==> config.mk <==
export PLATFORM = sky130hd
export DESIGN_NAME = dlfloat_mult_pipe
export DESIGN_NICKNAME = d
export VERILOG_FILES = /design/src/rtl/dlfloat_mult_pipe.sv
export SDC_FILE = /design/constraint.sdc
export NUM_CORES = 1
export LEC_CHECK = 0
export CAP_MARGIN = 20
export CORE_MARGIN = 4
export CORE_UTILIZATION = 54
export DETAILED_ROUTE_END_ITERATION = 8
export GPL_ROUTABILITY_DRIVEN = 1
export PLACE_DENSITY_LB_ADDON = 0.3
export SLEW_MARGIN = 20
export SYNTH_ARGS = -nofsm -noshare
export SYNTH_HDL_FRONTEND = slang
export SYNTH_SLANG_ARGS = --single-unit
==> constraint.sdc <==
create_clock -name clk -period 15.7 [get_ports clk]
set_input_delay 2.355 -clock clk [delete_from_list [all_inputs] [get_ports clk]]
set_output_delay 2.355 -clock clk [all_outputs]
set_load 0.01 [all_outputs]
==> src/rtl/dlfloat_mult_pipe.sv <==
// -----------------------------------------------------------------------------
// dlfloat_mult_pipe
//
// Pipelined floating-point multiplier for DLfloat-style formats (default
// DLfloat16: 1 sign, 6 exponent, 9 mantissa bits, bias 31). No denormals:
// an exponent field of 0 is zero, and the all-ones magnitude is NaN.
// Rounding is round-to-nearest-even, overflow saturates to max finite and
// underflow flushes to +0.
//
// Pipeline ranks (one result per cycle, a/b accepted at edge N -> c at N+3):
//   in  : operand capture
//   s1  : unpack, special detect, exponent sum, mantissa product
//   s2  : normalise, round
//   out : classify, pack, flags
// Backpressure is a global stall: every rank holds while in_ready is low.
//
// Ports:
//   clk        clock, rising edge
//   rst        synchronous active-high reset
//   in_valid   operands a/b present
//   in_ready   block accepts a/b this cycle
//   a, b       operands {sign, exp, mant}
//   out_valid  c/flags valid
//   out_ready  downstream accepts c this cycle
//   c          product
//   flags      {nan, overflow, underflow, inexact}, aligned with c
// -----------------------------------------------------------------------------
module dlfloat_mult_pipe #(
    parameter int  EXP_W = 6,
    parameter int  MAN_W = 9,
    parameter int  BIAS  = 31,
    localparam int W     = 1 + EXP_W + MAN_W
) (
    input  logic         clk,
    input  logic         rst,
    input  logic         in_valid,
    output logic         in_ready,
    input  logic [W-1:0] a,
    input  logic [W-1:0] b,
    output logic         out_valid,
    input  logic         out_ready,
    output logic [W-1:0] c,
    output logic [3:0]   flags
);

    // Signed exponent width: headroom for ea+eb and the two possible +1 steps.
    localparam int EW = EXP_W + 2;
    localparam int PW = 2 * (MAN_W + 1);

    localparam logic signed [EW-1:0] BIAS_S    = EW'(BIAS);
    localparam logic signed [EW-1:0] ONE_S     = EW'(32'sd1);
    localparam logic signed [EW-1:0] ZERO_S    = EW'(32'sd0);
    localparam logic signed [EW-1:0] EXP_MAX_S = EW'((32'sd1 << EXP_W) - 32'sd1);

    // Magnitude field all ones encodes NaN regardless of sign.
    function automatic logic is_nan(input logic [W-2:0] mag);
        return &mag;
    endfunction

    // Exponent field zero encodes zero; the mantissa is ignored.
    function automatic logic is_zero(input logic [EXP_W-1:0] exp_f);
        return (exp_f == {EXP_W{1'b0}});
    endfunction

    // ------------------------------------------------------------------------
    // Pipeline state
    // ------------------------------------------------------------------------
    logic                 in_valid_r;
    logic [W-1:0]         a_r;
    logic [W-1:0]         b_r;

    logic                 s1_valid_r;
    logic                 s1_sign_r;
    logic                 s1_nan_r;
    logic                 s1_zero_r;
    logic signed [EW-1:0] s1_exp_r;
    logic [PW-1:0]        s1_prod_r;

    logic                 s2_valid_r;
    logic                 s2_sign_r;
    logic                 s2_nan_r;
    logic                 s2_zero_r;
    logic signed [EW-1:0] s2_exp_r;
    logic [MAN_W-1:0]     s2_mant_r;
    logic                 s2_inexact_r;

    logic                 out_valid_r;
    logic [W-1:0]         c_r;
    logic [3:0]           flags_r;

    logic                 adv_s;

    // Global stall: the whole pipe moves only when the output slot frees up.
    assign adv_s     = ~rst & (out_ready | ~out_valid_r);
    assign in_ready  = adv_s;
    assign out_valid = out_valid_r;
    assign c         = c_r;
    assign flags     = flags_r;

    // ------------------------------------------------------------------------
    // Stage 1 combinational: unpack, specials, exponent sum, product
    // ------------------------------------------------------------------------
    logic                 s1_sign_s;
    logic                 s1_nan_s;
    logic                 s1_zero_s;
    logic signed [EW-1:0] s1_exp_s;
    logic [PW-1:0]        s1_prod_s;

    // Unpack operands and form exponent sum and full-width mantissa product.
    always_comb begin
        s1_sign_s = a_r[W-1] ^ b_r[W-1];
        s1_nan_s  = is_nan(a_r[W-2:0]) | is_nan(b_r[W-2:0]);
        s1_zero_s = is_zero(a_r[W-2:MAN_W]) | is_zero(b_r[W-2:MAN_W]);
        s1_exp_s  = $signed({2'b00, a_r[W-2:MAN_W]})
                  + $signed({2'b00, b_r[W-2:MAN_W]}) - BIAS_S;
        s1_prod_s = PW'({1'b1, a_r[MAN_W-1:0]}) * PW'({1'b1, b_r[MAN_W-1:0]});
    end

    // ------------------------------------------------------------------------
    // Stage 2 combinational: normalise and round-to-nearest-even
    // ------------------------------------------------------------------------
    // prod_n_s drops the leading one so its MSB is the first stored mantissa bit.
    logic [PW-2:0]        prod_n_s;
    logic signed [EW-1:0] exp_n_s;
    logic [MAN_W-1:0]     mant_t_s;
    logic                 guard_s;
    logic                 sticky_s;
    logic                 round_up_s;
    logic [MAN_W:0]       mant_sum_s;
    logic signed [EW-1:0] s2_exp_s;
    logic                 s2_inexact_s;

    // Product lies in [1,4): shift by one when it reached 2, then round.
    always_comb begin
        prod_n_s     = s1_prod_r[PW-1] ? s1_prod_r[PW-2:0]
                                       : {s1_prod_r[PW-3:0], 1'b0};
        exp_n_s      = s1_exp_r + (s1_prod_r[PW-1] ? ONE_S : ZERO_S);
        mant_t_s     = prod_n_s[PW-2 -: MAN_W];
        guard_s      = prod_n_s[PW-2-MAN_W];
        sticky_s     = |prod_n_s[PW-3-MAN_W:0];
        round_up_s   = guard_s & (sticky_s | mant_t_s[0]);
        // A carry out leaves the low MAN_W bits at zero, which is the
        // renormalised mantissa; only the exponent needs the extra step.
        mant_sum_s   = {1'b0, mant_t_s} + {{MAN_W{1'b0}}, round_up_s};
        s2_exp_s     = exp_n_s + (mant_sum_s[MAN_W] ? ONE_S : ZERO_S);
        s2_inexact_s = guard_s | sticky_s;
    end

    // ------------------------------------------------------------------------
    // Stage 3 combinational: classify and pack
    // ------------------------------------------------------------------------
    logic [W-1:0] c_s;
    logic [3:0]   flags_s;

    // Priority: NaN, zero operand, underflow, overflow, normal result.
    always_comb begin
        c_s     = {W{1'b0}};
        flags_s = 4'b0000;
        if (s2_nan_r) begin
            c_s     = {1'b0, {(W-1){1'b1}}};
            flags_s = 4'b1000;
        end else if (s2_zero_r) begin
            c_s     = {W{1'b0}};
            flags_s = 4'b0000;
        end else if (s2_exp_r <= ZERO_S) begin
            c_s     = {W{1'b0}};
            flags_s = 4'b0011;
        end else if ((s2_exp_r > EXP_MAX_S) ||
                     ((s2_exp_r == EXP_MAX_S) && (&s2_mant_r))) begin
            // Top exponent with all-ones mantissa would alias NaN: saturate.
            c_s     = {s2_sign_r, {EXP_W{1'b1}}, {(MAN_W-1){1'b1}}, 1'b0};
            flags_s = 4'b0101;
        end else begin
            c_s     = {s2_sign_r, s2_exp_r[EXP_W-1:0], s2_mant_r};
            flags_s = {3'b000, s2_inexact_r};
        end
    end

    // ------------------------------------------------------------------------
    // Registers
    // ------------------------------------------------------------------------
    // Operand capture rank; a/b load only on an actual input transfer.
    always_ff @(posedge clk) begin
        if (rst) begin
            in_valid_r <= 1'b0;
            a_r        <= {W{1'b0}};
            b_r        <= {W{1'b0}};
        end else if (adv_s) begin
            in_valid_r <= in_valid;
            if (in_valid) begin
                a_r <= a;
                b_r <= b;
            end
        end
    end

    // Stage 1 rank: unpacked operands, exponent sum and product.
    always_ff @(posedge clk) begin
        if (rst) begin
            s1_valid_r <= 1'b0;
            s1_sign_r  <= 1'b0;
            s1_nan_r   <= 1'b0;
            s1_zero_r  <= 1'b0;
            s1_exp_r   <= ZERO_S;
            s1_prod_r  <= {PW{1'b0}};
        end else if (adv_s) begin
            s1_valid_r <= in_valid_r;
            s1_sign_r  <= s1_sign_s;
            s1_nan_r   <= s1_nan_s;
            s1_zero_r  <= s1_zero_s;
            s1_exp_r   <= s1_exp_s;
            s1_prod_r  <= s1_prod_s;
        end
    end

    // Stage 2 rank: normalised, rounded mantissa and final exponent.
    always_ff @(posedge clk) begin
        if (rst) begin
            s2_valid_r   <= 1'b0;
            s2_sign_r    <= 1'b0;
            s2_nan_r     <= 1'b0;
            s2_zero_r    <= 1'b0;
            s2_exp_r     <= ZERO_S;
            s2_mant_r    <= {MAN_W{1'b0}};
            s2_inexact_r <= 1'b0;
        end else if (adv_s) begin
            s2_valid_r   <= s1_valid_r;
            s2_sign_r    <= s1_sign_r;
            s2_nan_r     <= s1_nan_r;
            s2_zero_r    <= s1_zero_r;
            s2_exp_r     <= s2_exp_s;
            s2_mant_r    <= mant_sum_s[MAN_W-1:0];
            s2_inexact_r <= s2_inexact_s;
        end
    end

    // Output rank: packed result and flags, held while downstream stalls.
    always_ff @(posedge clk) begin
        if (rst) begin
            out_valid_r <= 1'b0;
            c_r         <= {W{1'b0}};
            flags_r     <= 4'b0000;
        end else if (adv_s) begin
            out_valid_r <= s2_valid_r;
            c_r         <= c_s;
            flags_r     <= flags_s;
        end
    end

endmodule

==> impl_metrics.csv <==
group,metric,value,unit
run_status,status,"finished clean",
yosys,yosysTopAreaCell,"dfxtp_1",
timing,finalCritPeriodShare,46.1,%
timing,finalSetupViolCount,0,
detailed_routing,wl_met2,8060,um
worst_hold_path,hold_end,"flags[3]",
detailed_routing,finalWirelength,17600,um
worst_setup_path,crit_top_cell,"clkdlybuf4s50_1",
finish,antenna_cells,0,
grt,gr-total-overflow,0,
job,maxCapViolCount,0,
worst_setup_path,critPathSlowestCell,"clkdlybuf4s50_1",
timing,rsz0062_at_grt,"no",
worst_setup_path,critPathMaxStageDelay,0.61,ns
finish,syn_to_final_growth,10.7,%
yosys,synth_fp_nets,1105,
grt,grt_first_pass_wirelength,30000,um
grt,antenna_found_initial,0,
power,power_leakage,3.91,nW
finish,final_common_cell,"nand2_1",
worst_setup_path,arrival,4.88,ns
power,peakVddDrop,0.0000560,V
clock_tree,cts.sinks,108,
detailed_routing,dr.pass1.iters,5,
floorplan,initial_core_util,55.0,%
yosys,yosys_warnings,0,
clock_tree,postCtsHoldBufs,0,
finish,finalNetCount,1117,
detailed_routing,m1WireLength,8460,um
grt,grt_start_max_net_pins,92,
timing,fmax,0.138,GHz
worst_setup_path,worstRegToRegCells,18,
timing,tightest_slew,0.907,ns
yosys,synth_top_area_share,27.1,%
worst_setup_path,path_cells,"clkdlybuf4s50_1 > nand2b_2 > buf_4 > nand2b_1 > inv_4 > clkdlybuf4s50_1",
worst_setup_path,critical_path_required,13.35,ns
finish,drive_above_1_share,4.72,%
timing,finalSetupTns,0,ns
timing,slew_viol_final,0,
clock_tree,insertion_delay,0.34,ns
yosys,synth_seq_area_share,27.1,%
detailed_routing,vias_per_cell,5.50,
finish,seq_area,2160,sq um
worst_hold_path,hold_path_class,"register to register",
worst_setup_path,r2r_end,"s1_prod_r[17]",
yosys,synth_edf_count,0,
worst_setup_path,cp-startpoint,"out_ready",
worst_setup_path,worstSetupEndpointType,"output port",
place,dp_hpwl,13000,um
worst_setup_path,crit_type,"primary input to output port",
worst_setup_path,path_max_fanout,50,
yosys,syn-mean-instance-area,8.52,sq um
yosys,synthFlopType,"dfxtp_1",
detailed_routing,top_layer_used,"met4",
finish,mostFrequentLayoutCells,"nand2_1, dfxtp_1, inv_1",
floorplan,die_w,130,um
floorplan,num_rows,44,
finish,fillers,1341,
clock_tree,clkTransAtPathRegs,0.07,ns
timing,skew,0.00953,ns
detailed_routing,drt-initial-drc-count,513,
detailed_routing,dr_wl_met3,815,um
timing,min_period,7.23,ns
worst_hold_path,hold_start,"flags[3]",
finish,multiInputGateArea,5220,sq um
worst_setup_path,r2r-start,"a_r[7]",
clock_tree,cts_htree_levels,3,
place,gp_congestion,0.868,
detailed_routing,wl_per_cell,15.5,um
timing,relSlewSlack,39.5,%
detailed_routing,drtAntennaViolNets,0,
worst_hold_path,hold_depth,2,
yosys,synth_cell_types,68,
detailed_routing,drc,0,
detailed_routing,num_vias,6262,
yosys,synth-seq-cells,108,
clock_tree,cts_buffers,9,
clock_tree,tritoncts,"built",
clock_tree,root_buffer,"clkbuf_16",
clock_tree,cts_setup_buffers,0,
floorplan,coreArea,14500,sq um
floorplan,die_h,130,um
place,numPortBuffers,57,
finish,final_util,60.8,%
floorplan,ios,58,
worst_setup_path,worst-r2r-setup-slack,10.30,ns
yosys,synthTopCellsByArea,"dfxtp_1, fa_1, ha_1",
yosys,async_flop_share,0,%
worst_setup_path,cp-start-kind,"primary input",
timing,final_hold_viol_count,0,
grt,grt_use_total,22.0,%
floorplan,dieArea,16800,sq um
grt,grt_pass1_vias,6134,
yosys,postSynthCellCount,938,
clock_tree,clockBufferDepth,2,
yosys,netlist_area,7990,sq um
clock_tree,cts_resized,0,
power,powerDensity,87.2,nW/um^2
## critical path: cells and delay by family
kind / cells / cell delay, ns
simple gates: 2 / 0.66
buf+inv: 4 / 1.85
## registers in the layout, indices dropped and copies added, names as in the netlist, 4 cells and up
register   flops
a_r           16
flags          4
s2_exp_r       8
s2_mant_r      9
c             16
b_r           16
s1_prod_r     20
s1_exp_r       8
## kinds of logic (layout without fill, tap and decap cells)
| logic type | count (synthesis) | in the layout | synth area share (%) |
|---|---|---|---|
| AOI/OAI and AO/OA | 163 | 163 | 13.3 |
| xor gates and xnor gates | 25 | 25 | 2.74 |
| adders and majority gates | 131 | 131 | 26.5 |
| buffers and inverters | 154 | 170 | 7.72 |
| DFF | 108 | 108 | 27.1 |
| muxes | 13 | 13 | 1.88 |
| and+or+nand+nor | 344 | 344 | 20.8 |
## worst max-delay path by stage
stage / endpoint / slack, ns / depth (start not counted)
2_1_floorplan: in_ready / 10.47 / 5
3_3_place_gp: in_ready / 8.55 / 6
3_5_place_dp: in_ready / 8.48 / 6
4_1_cts: in_ready / 8.48 / 6
5_1_grt: in_ready / 8.30 / 6
6_report: in_ready / 8.47 / 6
## per-layer routing
metal  track usage [%]  up-vias
met5                 0        -
met4              4.83        0
met3              3.92       16
met2              34.8      158
met1              31.6     2930
li1                  -     3158
## cell type report
cell class | count | share of cell area [%]
Clock buffer | 9 | 2.55
Clock inverter | 6 | 0.566
Inverter | 94 | 4.02
Multi-Input combinational cell | 676 | 59.1
Sequential cell | 108 | 24.5
Tap cell | 184 | 2.60
Timing Repair Buffer | 61 | 6.74
## stage by stage
stage               instance area, sq um  instances  hold slack, ns  power (mW)  setup slack [ns]
finish                              8840       1138           0.442       0.771              8.47
CTS                                 8840       1138           0.446       0.774              8.48
floorplan                           7990        938           0.416       0.501             10.47
detailed placement                  8560       1123           0.436       0.561              8.48
global route                        8840       1138           0.467       0.820              8.30
global placement                    8560       1123           0.431       0.557              8.55
## power breakdown
part / switching (mW) / internal, mW / leakage, nW
Combinational: 0.117 / 0.0977 / 2.89
Clock: 0.105 / 0.108 / 0.133
Sequential: 0.0407 / 0.302 / 0.888
## synthesized netlist by cell type (all sizes together), types with 4 or more instances
cell type / n
xor2: 7
nor3b: 5
nand2: 178
a211oi: 16
nand3: 18
fa: 64
xnor2: 18
nor2: 42
mux2: 6
o21ai: 31
and2: 31
nor4: 6
and3: 7
clkbuf: 42
inv: 94
o31ai: 15
nand4: 12
ha: 67
a21oi: 47
a21o: 6
o211ai: 6
or4: 4
nand3b: 22
buf: 18
nor3: 12
dfxtp: 108
mux2i: 7
a31oi: 18
No activity file was read; power rests on OpenSTA's default activity.
